--- config.mk ---
export PLATFORM = sky130hd
export DESIGN_NAME = axis_frame_monitor
export DESIGN_NICKNAME = d
export VERILOG_FILES = /design/src/rtl/axis_frame_monitor.sv
export SDC_FILE = /design/constraint.sdc
export NUM_CORES = 1
export LEC_CHECK = 0
export ABC_AREA = 1
export BUFFER_PORTS_ARGS = -buffer_cell sky130_fd_sc_hd__buf_4
export CORE_MARGIN = 4
export CORE_UTILIZATION = 25
export DETAILED_ROUTE_END_ITERATION = 16
export REMOVE_ABC_BUFFERS = 1
export SLEW_MARGIN = 20
export SYNTH_ARGS = -nofsm -noshare
export SYNTH_HDL_FRONTEND = slang
export SYNTH_SLANG_ARGS = --single-unit
export TNS_END_PERCENT = 10
--- constraint.sdc ---
create_clock -name aclk -period 3.2 [get_ports aclk]
set_input_delay 0.16 -clock aclk [delete_from_list [all_inputs] [get_ports aclk]]
set_output_delay 0.16 -clock aclk [all_outputs]
set_load 0.01 [all_outputs]
--- src/rtl/axis_frame_monitor.sv ---
// rtl/axis_frame_monitor.sv - AXI-Stream video frame monitor with framing checks, checksum and stall generator
module axis_frame_monitor #(
  parameter int          AXIS_DATA_WIDTH = 64,
  parameter int          AXIS_USER_WIDTH = 4,
  parameter int          CNT_WIDTH       = 16,
  parameter logic [15:0] LFSR_SEED       = 16'hACE1
) (
  input  logic                       aclk,
  input  logic                       aclk_reset,
  input  logic                       s_axis_tvalid,
  output logic                       s_axis_tready,
  input  logic [AXIS_DATA_WIDTH-1:0] s_axis_tdata,
  input  logic                       s_axis_tlast,
  input  logic [AXIS_USER_WIDTH-1:0] s_axis_tuser,
  input  logic                       cfg_enable,
  input  logic [CNT_WIDTH-1:0]       cfg_expected_beats,
  input  logic [CNT_WIDTH-1:0]       cfg_expected_lines,
  input  logic [1:0]                 cfg_stall_mode,
  input  logic [3:0]                 cfg_stall_period,
  input  logic                       clr_status,
  output logic [31:0]                frame_count,
  output logic [31:0]                frame_checksum,
  output logic                       err_sof,
  output logic                       err_eol,
  output logic                       err_beats,
  output logic                       err_lines,
  output logic                       irq_error,
  output logic                       busy
);

  localparam int LANES = AXIS_DATA_WIDTH / 32;
  localparam logic [CNT_WIDTH-1:0] CNT_ONE = CNT_WIDTH'(1);

  typedef enum logic [1:0] {
    IDLE    = 2'd0,
    IN_LINE = 2'd1,
    GAP     = 2'd2
  } state_t;

  state_t               state, state_next;
  logic [CNT_WIDTH-1:0] beat_cnt, beat_cnt_next;
  logic [CNT_WIDTH-1:0] line_cnt, line_cnt_next;
  logic [31:0]          acc, acc_next;
  logic [31:0]          lane_sum;
  logic [3:0]           err_q, err_new;   // {lines, beats, eol, sof}
  logic                 irq_q;
  logic                 frame_done;
  logic                 line_open;
  logic                 beat;
  logic                 tready_q, tready_next;
  logic [3:0]           stall_cnt;
  logic [15:0]          lfsr, lfsr_next;

  logic sof, eof, sol, eol;
  assign sof = s_axis_tuser[0];
  assign eof = s_axis_tuser[1];
  assign sol = s_axis_tuser[2];
  assign eol = s_axis_tuser[3];

  assign beat = s_axis_tvalid & tready_q & cfg_enable;

  function automatic logic [CNT_WIDTH-1:0] sat_inc(input logic [CNT_WIDTH-1:0] v);
    return (&v) ? v : v + CNT_ONE;
  endfunction

  always_comb begin
    lane_sum = '0;
    for (int i = 0; i < LANES; i++) begin
      lane_sum = lane_sum + s_axis_tdata[i*32 +: 32];
    end
  end

  always_comb begin
    state_next    = state;
    beat_cnt_next = beat_cnt;
    line_cnt_next = line_cnt;
    acc_next      = acc;
    err_new       = '0;
    frame_done    = 1'b0;
    line_open     = 1'b0;
    if (!cfg_enable) begin
      state_next = IDLE;
    end else if (beat) begin
      if ((s_axis_tlast != eol) || (eof && !eol)) err_new[1] = 1'b1;
      // SOF always (re)starts a frame and implies SOL; only outside IDLE is it an error
      if (sof) begin
        if (state != IDLE) err_new[0] = 1'b1;
        line_cnt_next = '0;
        beat_cnt_next = CNT_ONE;
        acc_next      = lane_sum;
        line_open     = 1'b1;
        state_next    = IN_LINE;
      end else begin
        case (state)
          IDLE: err_new[0] = 1'b1;
          IN_LINE: begin
            beat_cnt_next = sat_inc(beat_cnt);
            acc_next      = acc + lane_sum;
            line_open     = 1'b1;
          end
          GAP: begin
            if (sol) begin
              beat_cnt_next = CNT_ONE;
              acc_next      = acc + lane_sum;
              line_open     = 1'b1;
              state_next    = IN_LINE;
            end else begin
              err_new[0] = 1'b1;
            end
          end
          default: state_next = IDLE;
        endcase
      end
      if (line_open && (eol || eof)) begin
        if (beat_cnt_next != cfg_expected_beats) err_new[2] = 1'b1;
        line_cnt_next = sat_inc(line_cnt_next);
        if (eof) begin
          if (line_cnt_next != cfg_expected_lines) err_new[3] = 1'b1;
          frame_done = 1'b1;
          state_next = IDLE;
        end else begin
          state_next = GAP;
        end
      end
    end
  end

  always_ff @(posedge aclk) begin
    if (aclk_reset) begin
      state    <= IDLE;
      beat_cnt <= '0;
      line_cnt <= '0;
      acc      <= '0;
    end else begin
      state    <= state_next;
      beat_cnt <= beat_cnt_next;
      line_cnt <= line_cnt_next;
      acc      <= acc_next;
    end
  end

  // A same-cycle error or completed frame wins over clr_status
  always_ff @(posedge aclk) begin
    if (aclk_reset) begin
      err_q          <= '0;
      irq_q          <= 1'b0;
      frame_count    <= '0;
      frame_checksum <= '0;
    end else begin
      err_q <= clr_status ? err_new : (err_q | err_new);
      irq_q <= |(err_new & ~err_q);
      if (frame_done) begin
        frame_count    <= frame_count + 32'd1;
        frame_checksum <= acc_next;
      end else if (clr_status) begin
        frame_count <= '0;
      end
    end
  end

  assign lfsr_next = {lfsr[14:0], lfsr[15] ^ lfsr[13] ^ lfsr[12] ^ lfsr[10]};

  always_comb begin
    tready_next = 1'b1;
    case (cfg_stall_mode)
      2'b01:   tready_next = !((cfg_stall_period != 4'd0) && (stall_cnt == cfg_stall_period));
      2'b10:   tready_next = (lfsr_next[1:0] != 2'b00);
      default: tready_next = 1'b1;
    endcase
    tready_next = tready_next & cfg_enable;
  end

  always_ff @(posedge aclk) begin
    if (aclk_reset) begin
      stall_cnt <= '0;
      lfsr      <= LFSR_SEED;
      tready_q  <= 1'b0;
    end else begin
      stall_cnt <= (stall_cnt >= cfg_stall_period) ? 4'd0 : stall_cnt + 4'd1;
      lfsr      <= lfsr_next;
      tready_q  <= tready_next;
    end
  end

  assign s_axis_tready = tready_q;
  assign err_sof       = err_q[0];
  assign err_eol       = err_q[1];
  assign err_beats     = err_q[2];
  assign err_lines     = err_q[3];
  assign irq_error     = irq_q;
  assign busy          = (state != IDLE);

endmodule

==> run_results.csv <==
group,metric,value,unit
status,status,"finished clean",
routing,vias,14300,
placed_design,dpl.hpwl,34.8,mm
synthesis,synth_ff_type,"dfxtp_1",
cells_and_area,area_growth_syn_to_layout,40.8,%
grt,antenna_found_initial,0,
die,initial_core_util,25.3,%
timing,relSlewSlack,40.6,%
synthesis,synth_area,12400,sq um
routing,drc_errors,0,
placed_design,gp_congestion,0.937,
hold_path,hp-start,"clr_status",
die,die_h,231,microns
critical_path,cp_max_fo,4,
timing,fmax,324,MHz
die,coreArea,49100,sq um
clocking,clock_sinks,156,
synthesis,yosysSeqAreaShare,25.1,%
pwr,powerDensity,345,nW/um^2
routing,drt-wirelength-per-cell,15.1,microns
die,rows,81,
timing,drv_slew,0,
grt,grt_remaining_overflow,0,
synthesis,async_reset_ff_share,0,%
routing,drtIter0Drc,876,
routing,drt-total-wl,45.7,mm
cells_and_area,final_nets,2546,
timing,fin_crit,3.09,ns
timing,worst_slew_pin_slew,0.890,ns
clocking,cts_hold_buf,0,
synthesis,syn_avg_cell_area,6.24,sq um
routing,first_pass_iters,5,
cells_and_area,fillers,5312,
clocking,clock_path_buffers,2,
pwr,total_power,6.03,mW
clocking,path_clk_slew,0.07,ns
routing,vias_per_cell,4.72,
die,die_w,231,microns
clocking,cts_tree,"done",
grt,grt_max_degree,65,
synthesis,synth-seq-cells,156,
timing,final.setup_skew,0.0125,ns
critical_path,cp-start-kind,"input pin",
critical_path,crit_arrival,3.38,ns
hold_path,hp-class,"input pin to flip-flop",
routing,ant_nets,0,
clocking,clock_latency,0.44,ns
placed_design,port_buffers,182,
grt,grt_pass1_wl,72.9,mm
critical_path,crit_path_end_kind,"flip-flop",
timing,hold_violations,0,
cells_and_area,n_antenna_cell,0,
hold_path,hold_end,"err_q[3]$_SDFF_PP0_",
critical_path,reg2reg_depth,18,
synthesis,netlist_instances,1991,
cells_and_area,drive_above_1_share,27.1,%
critical_path,rrSetupSlack,0.30,ns
clocking,htree_levels,4,
grt,grt_pass1_vias,14000,
pwr,vdd_drop_max,0.362,mV
pwr,power.leakage,7.83,nW
critical_path,cp_data_required_time,3.49,ns
critical_path,r2r_start,"line_cnt[0]$_SDFFE_PP0P_",
timing,fin_crit_sh,96.5,%
synthesis,synth_edf_count,0,
clocking,cts-buffers-inserted,17,
timing,rsz0062_at_grt,"yes",
run,cap_violations,0,
die,boundaryPins,183,
critical_path,path_class,"input pin to flip-flop",
synthesis,synth_cell_types,53,
timing,setup_viol,0,
grt,track_usage,16.7,%
hold_path,hold_depth,3,
synthesis,ys_warn_count,0,
cells_and_area,finalCoreUtilization,35.7,%
critical_path,r2r_end,"irq_error$_SDFF_PP0_",
clocking,clock_tree.root_cell,"clkbuf_16",
die,die_area,53300,sq um
## cells in the final DEF (no fill, tap or decap), drive strengths merged, types with 10 or more instances in the layout
master	instances
nand4	34
ha	77
a21o	10
xnor2	20
o21bai	10
o211ai	19
a21oi	263
nand2	504
buf	412
clkbuf	17
dfxtp	156
nand3	125
a31oi	12
nand3b	22
inv	233
nor2	170
nor3	26
o21ai	163
xor2	31
## repair_timing
action,in CTS,in global routing
setup endpoints to repair,40,42
setup buffers,7,4
resized for setup,86,128
pin swaps,21,44
## layer usage
| metal | share of wire, % | global-route usage [%] | vias up |
|---|---|---|---|
| li1 | - | - | 7385 |
| met1 | 46 | 21.5 | 6551 |
| met2 | 48 | 29.6 | 333 |
| met3 | 4.1 | 2.22 | 52 |
| met4 | 1.9 | 3.76 | 0 |
| met5 | 0 | 0 | - |
## metrics by stage
step | hold WS [ns] | cells | setup TNS, ns | area [sq um] | setup WS [ns]
after floorplan | 0.226 | 1924 | -67.79 | 12100 | -1.45
after global placement | 0.395 | 2989 | -30.95 | 16000 | -0.894
after detailed placement | 0.395 | 2989 | -31.52 | 16000 | -0.905
after CTS | 0.0673 | 3028 | -0.00960 | 16900 | -0.00909
after global routing | 0.0919 | 3032 | -3.24 | 17500 | -0.161
final | 0.101 | 3032 | 0 | 17500 | 0.113
## critical path: stages
cell and delay (ns):
buf_6 0.10, ha_4 0.15, fa_2 0.36, nand2_2 0.08, inv_2 0.04, nand2_2 0.05
nand2_2 0.06, a21oi_2 0.14, buf_6 0.13, o21bai_4 0.05, buf_4 0.14, a21oi_2 0.15
xor2_2 0.27, ha_4 0.26, buf_4 0.15, nand2_2 0.09, buf_4 0.11, nor2_1 0.04
buf_4 0.13, a31oi_2 0.19, xor2_1 0.18, nor2_1 0.06, o21bai_1 0.20, a21oi_1 0.08
## area by class of cell
| cell class | count | area [sq um] | share of cell area [%] |
|---|---|---|---|
| Sequential cell | 156 | 3120 | 17.9 |
| Tap cell | 664 | 831 | 4.75 |
| Inverter | 230 | 868 | 4.96 |
| Timing Repair Buffer | 412 | 3120 | 17.9 |
| Clock inverter | 15 | 139 | 0.794 |
| Multi-Input combinational cell | 1538 | 8980 | 51.4 |
| Clock buffer | 17 | 425 | 2.43 |
## how the worst max path moves through the flow
stage / slack (ns) / startpoint / to
after CTS: -0.009 / s_axis_tdata[38] / acc[30]$_SDFF_PP0_
after floorplan: -1.45 / s_axis_tready$_SDFF_PP0_ / frame_count[14]$_SDFFE_PP0P_
after global placement: -0.89 / s_axis_tdata[0] / acc[20]$_SDFF_PP0_
after detailed placement: -0.90 / s_axis_tdata[0] / acc[20]$_SDFF_PP0_
final: 0.11 / s_axis_tdata[0] / acc[22]$_SDFF_PP0_
after global routing: -0.16 / s_axis_tdata[8] / acc[30]$_SDFF_PP0_
## report_power, final
part	total, mW	leakage, nW	switching, mW	internal, mW
sequential	2.02	1.26	0.0347	1.98
combinational	1.99	6.29	1.05	0.939
clock	2.02	0.274	0.938	1.09
## cells in the mapped netlist (all sizes together), types with 20 or more instances
library cell | count | share of area (%)
nand2 | 504 | 15
a21oi | 263 | 11
inv | 226 | 6.9
nor2 | 170 | 5.5
o21ai | 163 | 6.6
dfxtp | 156 | 25
nand3 | 125 | 5.3
ha | 77 | 7.8
clkbuf | 48 | 1.4
nand4 | 34 | 1.8
xor2 | 31 | 2.2
nor3 | 26 | 1.2
nand3b | 22 | 1.3
xnor2 | 20 | 1.4
## state kept, by name, summed over array words and instances (netlist names)
signal	flops
state	2
s_axis_tready	1
beat_cnt	16
line_cnt	16
acc	32
err_q	4
stall_cnt	4
irq_error	1
lfsr	16
frame_count	32
frame_checksum	32
## cell families (layout without fill, tap and decap cells)
family	count (synthesis)	in the layout	share of synthesized area, %
simple gates	899	899	31.4
compound gates	509	509	22.3
buf+inv	297	674	9.52
flops	156	156	25.1
fa+ha+maj	79	79	8.07
xor+xnor	51	51	3.59
Note: power is estimated with default switching activity, not from simulation.
